`src/rtl/calc_pkg.sv`:
```
// Shared definitions for the stack calculator: opcodes, legality check,
// and the command scheduler state encoding.
package calc_pkg;

  typedef logic [3:0] op_t;

  // Opcodes match the stack controller's state encoding; 0 is STANDBY.
  localparam op_t OP_STANDBY = 4'd0;
  localparam op_t OP_PUSH    = 4'd1;
  localparam op_t OP_POP     = 4'd2;
  localparam op_t OP_ADD     = 4'd5;
  localparam op_t OP_SUB     = 4'd6;
  localparam op_t OP_TOP     = 4'd9;
  localparam op_t OP_CLEAR   = 4'd10;
  localparam op_t OP_INC     = 4'd13;
  localparam op_t OP_DEC     = 4'd14;

  typedef enum logic [1:0] {IDLE, OFFER, WAIT} sched_state_t;

  function automatic logic is_legal_op(input op_t op);
    case (op)
      OP_PUSH, OP_POP, OP_ADD, OP_SUB,
      OP_TOP, OP_CLEAR, OP_INC, OP_DEC: is_legal_op = 1'b1;
      default:                          is_legal_op = 1'b0;
    endcase
  endfunction

endpackage

```
`src/rtl/calc_cmd_scheduler_if.sv`:
```
// Command-in / issue-out bundle between button decoder, scheduler and
// stack controller. slave = scheduler side, master = environment side.
interface calc_cmd_scheduler_if
  import calc_pkg::*;
#(
  parameter int DEPTH = 4
);
  localparam int CW = $clog2(DEPTH) + 1;

  logic          cmd_valid;
  op_t           cmd_code;
  logic          issue_valid;
  op_t           issue_code;
  logic          issue_ready;
  logic          issue_done;
  logic          busy;
  logic [CW-1:0] q_count;
  logic [7:0]    drop_cnt;
  logic          timeout_flag;

  modport slave (
    input  cmd_valid, cmd_code, issue_ready, issue_done,
    output issue_valid, issue_code, busy, q_count, drop_cnt, timeout_flag
  );

  modport master (
    output cmd_valid, cmd_code, issue_ready, issue_done,
    input  issue_valid, issue_code, busy, q_count, drop_cnt, timeout_flag
  );

endinterface

```
`src/rtl/cmd_fifo.sv`:
```
// Small synchronous FIFO with flush. A flush in the same cycle as a push
// leaves exactly the pushed entry in the queue.
module cmd_fifo #(
  parameter int DEPTH = 4,
  parameter int WIDTH = 4,
  localparam int AW = $clog2(DEPTH),
  localparam int CW = AW + 1
) (
  input  logic             clk,
  input  logic             reset,
  input  logic             push_i,
  input  logic             pop_i,
  input  logic             flush_i,
  input  logic [WIDTH-1:0] din_i,
  output logic [WIDTH-1:0] dout_o,
  output logic [CW-1:0]    count_o,
  output logic             full_o,
  output logic             empty_o
);

  logic [WIDTH-1:0] mem_q [DEPTH];
  logic [AW-1:0]    wr_ptr_q, rd_ptr_q;
  logic [CW-1:0]    count_q;
  logic             do_push, do_pop;

  assign full_o  = (count_q == CW'(DEPTH));
  assign empty_o = (count_q == '0);
  assign dout_o  = mem_q[rd_ptr_q];
  assign count_o = count_q;

  // A full FIFO still takes a push when the head leaves the same cycle.
  assign do_push = push_i && (flush_i || !full_o || pop_i);
  assign do_pop  = pop_i && !empty_o;

  // Storage; a flushing push restarts the queue at slot 0.
  always_ff @(posedge clk) begin
    if (do_push) mem_q[flush_i ? '0 : wr_ptr_q] <= din_i;
  end

  // Pointers and occupancy.
  always_ff @(posedge clk) begin
    if (reset) begin
      wr_ptr_q <= '0;
      rd_ptr_q <= '0;
      count_q  <= '0;
    end else if (flush_i) begin
      rd_ptr_q <= '0;
      wr_ptr_q <= do_push ? AW'(1) : '0;
      count_q  <= do_push ? CW'(1) : '0;
    end else begin
      if (do_push) wr_ptr_q <= wr_ptr_q + 1'b1;
      if (do_pop)  rd_ptr_q <= rd_ptr_q + 1'b1;
      count_q <= count_q + CW'(do_push) - CW'(do_pop);
    end
  end

endmodule

```
`src/rtl/calc_cmd_scheduler.sv`:
```
// Buffers decoded button commands and issues them one at a time to the
// stack controller, with CLEAR priority, a drop counter and a watchdog.
module calc_cmd_scheduler
  import calc_pkg::*;
#(
  parameter int DEPTH   = 4,
  parameter int TIMEOUT = 255
) (
  input  logic                 clk,
  input  logic                 reset,
  calc_cmd_scheduler_if.slave  bus
);

  localparam int CW  = $clog2(DEPTH) + 1;
  localparam int WDW = $clog2(TIMEOUT + 1);

  sched_state_t   state_q, state_d;
  logic           valid_q, valid_d;
  op_t            code_q, code_d;
  logic           busy_q, busy_d;
  logic           to_q, to_d;
  logic [WDW-1:0] wd_q, wd_d;
  logic [7:0]     drop_q, drop_d;

  logic           is_clear, hs, fifo_push, drop_evt;
  op_t            fifo_dout;
  logic [CW-1:0]  fifo_count;
  logic           fifo_full, fifo_empty;

  // CLEAR flushes and re-seeds the queue. A handshake in the same cycle
  // still completes: the accepted command is in flight and is not aborted.
  assign is_clear  = bus.cmd_valid && (bus.cmd_code == OP_CLEAR);
  assign hs        = (state_q == OFFER) && bus.issue_ready;
  assign fifo_push = bus.cmd_valid && is_legal_op(bus.cmd_code) &&
                     (is_clear || !fifo_full || hs);
  assign drop_evt  = bus.cmd_valid && !fifo_push;

  cmd_fifo #(.DEPTH(DEPTH), .WIDTH(4)) u_fifo (
    .clk     (clk),
    .reset   (reset),
    .push_i  (fifo_push),
    .pop_i   (hs),
    .flush_i (is_clear),
    .din_i   (bus.cmd_code),
    .dout_o  (fifo_dout),
    .count_o (fifo_count),
    .full_o  (fifo_full),
    .empty_o (fifo_empty)
  );

  // Saturating drop counter.
  always_comb begin
    drop_d = drop_q;
    if (drop_evt && (drop_q != 8'hFF)) drop_d = drop_q + 8'd1;
  end

  // Issue FSM: next state, offer register, busy and watchdog.
  always_comb begin
    state_d = state_q;
    valid_d = valid_q;
    code_d  = code_q;
    busy_d  = busy_q;
    wd_d    = wd_q;
    to_d    = to_q;
    unique case (state_q)
      IDLE: begin
        // Skip loading on a flush cycle so a stale head is never offered.
        if (!fifo_empty && !is_clear) begin
          valid_d = 1'b1;
          code_d  = fifo_dout;
          state_d = OFFER;
        end
      end
      OFFER: begin
        if (hs) begin
          valid_d = 1'b0;
          code_d  = OP_STANDBY;
          busy_d  = 1'b1;
          wd_d    = '0;
          state_d = WAIT;
        end else if (is_clear) begin
          valid_d = 1'b0;
          code_d  = OP_STANDBY;
          state_d = IDLE;
        end
      end
      WAIT: begin
        if (bus.issue_done) begin
          busy_d  = 1'b0;
          state_d = IDLE;
        end else if (wd_q == WDW'(TIMEOUT - 1)) begin
          to_d    = 1'b1;
          busy_d  = 1'b0;
          state_d = IDLE;
        end else begin
          wd_d = wd_q + 1'b1;
        end
      end
      default: state_d = IDLE;
    endcase
  end

  // State registers.
  always_ff @(posedge clk) begin
    if (reset) begin
      state_q <= IDLE;
      valid_q <= 1'b0;
      code_q  <= OP_STANDBY;
      busy_q  <= 1'b0;
      wd_q    <= '0;
      to_q    <= 1'b0;
      drop_q  <= '0;
    end else begin
      state_q <= state_d;
      valid_q <= valid_d;
      code_q  <= code_d;
      busy_q  <= busy_d;
      wd_q    <= wd_d;
      to_q    <= to_d;
      drop_q  <= drop_d;
    end
  end

  assign bus.issue_valid  = valid_q;
  assign bus.issue_code   = code_q;
  assign bus.busy         = busy_q;
  assign bus.q_count      = fifo_count;
  assign bus.drop_cnt     = drop_q;
  assign bus.timeout_flag = to_q;

endmodule

```
`src/flat_wrapper.sv`:
```
// flat-port wrapper written by rule: the top's interface ports become plain ports
module calc_cmd_scheduler_flat import calc_pkg::*;
#(
  parameter int DEPTH   = 4,
  parameter int TIMEOUT = 255
)
  (clk, reset, bus_cmd_valid, bus_cmd_code, bus_issue_ready, bus_issue_done, bus_issue_valid, bus_issue_code, bus_busy, bus_q_count, bus_drop_cnt, bus_timeout_flag);
  calc_cmd_scheduler_if #(.DEPTH(DEPTH)) bus_i ();
  input  logic clk;
  input  logic reset;
  input wire logic [$bits(bus_i.cmd_valid)-1:0] bus_cmd_valid;
  input wire logic [$bits(bus_i.cmd_code)-1:0] bus_cmd_code;
  input wire logic [$bits(bus_i.issue_ready)-1:0] bus_issue_ready;
  input wire logic [$bits(bus_i.issue_done)-1:0] bus_issue_done;
  output wire logic [$bits(bus_i.issue_valid)-1:0] bus_issue_valid;
  output wire logic [$bits(bus_i.issue_code)-1:0] bus_issue_code;
  output wire logic [$bits(bus_i.busy)-1:0] bus_busy;
  output wire logic [$bits(bus_i.q_count)-1:0] bus_q_count;
  output wire logic [$bits(bus_i.drop_cnt)-1:0] bus_drop_cnt;
  output wire logic [$bits(bus_i.timeout_flag)-1:0] bus_timeout_flag;
  assign bus_i.cmd_valid = bus_cmd_valid;
  assign bus_i.cmd_code = bus_cmd_code;
  assign bus_i.issue_ready = bus_issue_ready;
  assign bus_i.issue_done = bus_issue_done;
  assign bus_issue_valid = bus_i.issue_valid;
  assign bus_issue_code = bus_i.issue_code;
  assign bus_busy = bus_i.busy;
  assign bus_q_count = bus_i.q_count;
  assign bus_drop_cnt = bus_i.drop_cnt;
  assign bus_timeout_flag = bus_i.timeout_flag;
  calc_cmd_scheduler #(.DEPTH(DEPTH), .TIMEOUT(TIMEOUT)) u_core (.clk(clk), .reset(reset), .bus(bus_i));
endmodule
```
`config.mk`:
```
export PLATFORM = sky130hd
export DESIGN_NAME = calc_cmd_scheduler_flat
export DESIGN_NICKNAME = d
export VERILOG_FILES = /design/src/rtl/calc_pkg.sv /design/src/rtl/calc_cmd_scheduler_if.sv /design/src/rtl/cmd_fifo.sv /design/src/rtl/calc_cmd_scheduler.sv /design/src/flat_wrapper.sv
export SDC_FILE = /design/constraint.sdc
export NUM_CORES = 1
export LEC_CHECK = 0
export BUFFER_PORTS_ARGS = -buffer_cell sky130_fd_sc_hd__buf_2
export CORE_UTILIZATION = 36
export DETAILED_ROUTE_END_ITERATION = 16
export GPL_TIMING_DRIVEN = 0
export HOLD_SLACK_MARGIN = 0.15
export PLACE_DENSITY_LB_ADDON = 0.08
export SYNTH_ARGS = -nofsm -noshare
export SYNTH_HDL_FRONTEND = slang
export SYNTH_SLANG_ARGS = --single-unit
```
`constraint.sdc`:
```
create_clock -name clk -period 2.55 [get_ports clk]
set_input_delay 0.1275 -clock clk [delete_from_list [all_inputs] [get_ports clk]]
set_output_delay 0.1275 -clock clk [all_outputs]
set_load 0.1 [all_outputs]
```
==> out/metrics.csv <==
metric,value,unit
rows,29,
grt_first_pass_wirelength,8310,um
dr.pass1.iters,4,
start_kind,flip-flop,
ys_seq_elements,50,
pre_cts_ws,-0.113,ns
internal_power,0.00136,W
layout_min_cycle_time,2.39,ns
drv_slew,0,
power.leakage,1.03,nW
synthToLayoutAreaGrowth,17.2,%
relSlewSlack,32.4,%
finalClockSkew,0.00949,ns
required,2.77,ns
worst_pin_slew,1.00,ns
grt_antenna_before_repair,0,
nets,288,
grt_util_all_layers,15.1,%
tritoncts,built,
grt_max_degree,15,
hpwl,3640,um
h-tree-depth,2,
critical_path.cell_chain,inv_2 -> ha_4 -> a211oi_4 -> a311o_1 -> buf_6 -> ha_1 -> inv_1 -> ha_1 -> inv_1 -> fa_2 -> xor2_1 -> and2_1 -> nor3_2,
die_w,83.3,um
initial_core_util,37.4,%
final-setup-viol-count,0,
finalHoldViolCount,0,
clkPwrFrac,18.8,%
path_delay_family,adder cells,
fmax,0.419,GHz
finalPower,0.00238,W
syn_nets,249,
p_seq_share,41.6,%
final_cells,347,
remaining_drc_errors,0,
sw_frac_of_total,42.8,%
syn_inst,230,
p_switching,0.00102,W
hold_path_class,input pin to flip-flop,
whs,0.200,ns
gp_congestion,0.758,
grt_overflow,0,
rsz0062_at_grt,no,
synth_ff_type,dfxtp_1,
clock_sinks,50,
yosys_warnings,0,
drive_above_1_share,20.4,%
wirelength,5070,um
grt_pass1_vias,1633,
clkTransAtPathRegs,0.09,ns
async_flop_share,0,%
cpPeakStageDelay,0.34,ns
antennaDiodeCount,0,
cts_buffers,5,
vias,1846,
critPathBufInv,4,
via_per_inst,5.32,
ctsLongestPathBuffers,2,
die_h,83.3,um
ys_seq_area_share,48.8,%
synthesis.area,0.00238,mm^2
critPathCaptureType,flip-flop,
coreArea,0.00635,mm^2
combPwrFrac,39.7,%
dieArea,0.00693,mm^2
run_status,finished clean,
fin_crit_sh,93.6,%
port_buffers,25,
root_buffer,clkbuf_8,
peakVddDrop,0.000731,V
layout_setup_ws,0.164,ns
power_density,853,mW/mm^2
ant_nets,0,
synth_edf_count,16,
wire_per_inst,14.6,um
crit_type,flip-flop to flip-flop,
insertion_delay,0.30,ns
slowest_stage,dfxtp_2,
cap_viol_max_count,0,
syn-mean-instance-area,10.3,um^2
synth_cell_types,51,
cp_max_fo,8,
final_util,43.9,%
drt_first_iter_violations,113,
cp.arrival,2.61,ns
dpl.cell_count,332,
io_pins,27,
-- sequential cells by signal, indices dropped and copies added (netlist names), named ones only --
name and count:
u_core.bus.drop_cnt 8, u_core.bus.busy 1, u_core.u_fifo.count_o 3, u_core.u_fifo.wr_ptr_q 2, u_core.bus.issue_valid 1, u_core.u_fifo.rd_ptr_q 2
u_core.state_q 2, u_core.wd_q 8, u_core.bus.timeout_flag 1, u_core.u_fifo.mem_q 16, u_core.bus.issue_code 4
-- metal layers --
| metal | vias to the layer above | wire length [um] | GRT usage, % |
|---|---|---|---|
| met5 | - | 0 | 0 |
| met4 | 0 | 50 | 4.70 |
| met3 | 4 | 162 | 2.98 |
| met2 | 22 | 2220 | 22.4 |
| met1 | 880 | 2630 | 22.1 |
| li1 | 940 | - | - |
-- placed cells by master (no fill, tap or decap), types with 5 or more instances in the layout --
cell,synthesis,routed
a21oi_1,15,15
dlygate4sd3_1,0,5
nand4_1,5,5
nand2_1,16,16
ha_1,9,8
clkbuf_8,1,6
o21ai_0,7,7
buf_2,4,28
edfxtp_1,16,16
o31ai_1,8,8
dfxtp_1,34,30
inv_1,14,13
nand3_1,10,10
or3_1,5,5
nor2_1,18,18
-- Yosys cell counts (3+ instances only) --
master     n  share of area [%]
nand4_1    5                1.3
ha_1       9                4.7
or4_1      4                1.3
or3b_1     4                1.5
o311ai_1   4                1.5
nand2_1   16                2.5
a31oi_1    3               0.79
or3_1      5                1.3
inv_1     14                2.2
nor3_1     4               0.84
nor4_1     3               0.79
nand3_1   10                2.1
dfxtp_1   34                 29
o31ai_1    8                2.5
nor2_1    18                2.8
mux4_2     4                3.8
a21oi_1   15                3.2
buf_2      4               0.84
nand4b_1   3                1.1
edfxtp_1  16                 20
o21ai_0    7                1.5
-- path summary, 6_finish.rpt --
path / from / end / slack [ns] / cells after the start
worst max-delay path: u_core.state_q[1] / u_core.u_fifo.count_o[2] / 0.16 / 13
worst min-delay path: bus_cmd_code[1] / u_core.u_fifo.count_o[0] / 0.20 / 3
worst max register to register: u_core.state_q[1] / u_core.u_fifo.count_o[2] / 0.16 / 13
worst min register to register: u_core.bus.issue_code[0] / u_core.bus.issue_code[0] / 0.47 / 2
-- cell families (layout without fill, tap and decap cells) --
| kind of cell | Yosys count | in the layout | share of synthesized area (%) |
|---|---|---|---|
| mux | 6 | 6 | 4.68 |
| fa+ha+maj | 10 | 10 | 5.58 |
| simple gates | 85 | 85 | 19.8 |
| xor+xnor | 4 | 4 | 1.47 |
| buf+inv | 23 | 63 | 4.95 |
| compound gates | 52 | 52 | 14.6 |
| flops | 50 | 50 | 48.8 |
-- through the flow --
step           instance area [um^2]  setup TNS, ns
2_1_floorplan                  2400              0
3_3_place_gp                   2620        -0.0736
3_5_place_dp                   2620         -0.113
4_1_cts                        2760              0
5_1_grt                        2790              0
6_report                       2790              0
-- layout make-up --
class | count | area, um^2
flip-flops and latches | 50 | 1170
clock inverters | 2 | 8.76
plain buffers | 8 | 60.1
repair buffers | 33 | 198
inverters | 14 | 52.6
clock buffers | 6 | 72.6
multi-input cells | 157 | 1130
fillers | 594 | 3560
well taps | 77 | 96.3
-- power by group through the flow --
stage | sequential (W) | combinational (W) | clock (W)
floorplan | 0.00138 | 0.000372 | 0
global placement | 0.00100 | 0.000911 | 0
detailed placement | 0.00100 | 0.000912 | 0
CTS | 0.000985 | 0.000924 | 0.000462
global route | 0.00100 | 0.00101 | 0.000495
finish | 0.000988 | 0.000943 | 0.000446
-- timing repair --
action / CTS / global route
resized for setup: 1 / 4
pin swaps: 0 / 2
hold buffers: 5 / 0
gates cloned: 0 / 0
endpoints found under the setup margin: 5 / 1
buffers inserted: 2 / 1
endpoints found under the hold margin: 19 / 0
-- tightest hold or removal path: stages --
cell and delay (ns):
buf_2 0.10, ha_1 0.16, a211oi_1 0.07
No activity file was read; power rests on OpenSTA's default activity.
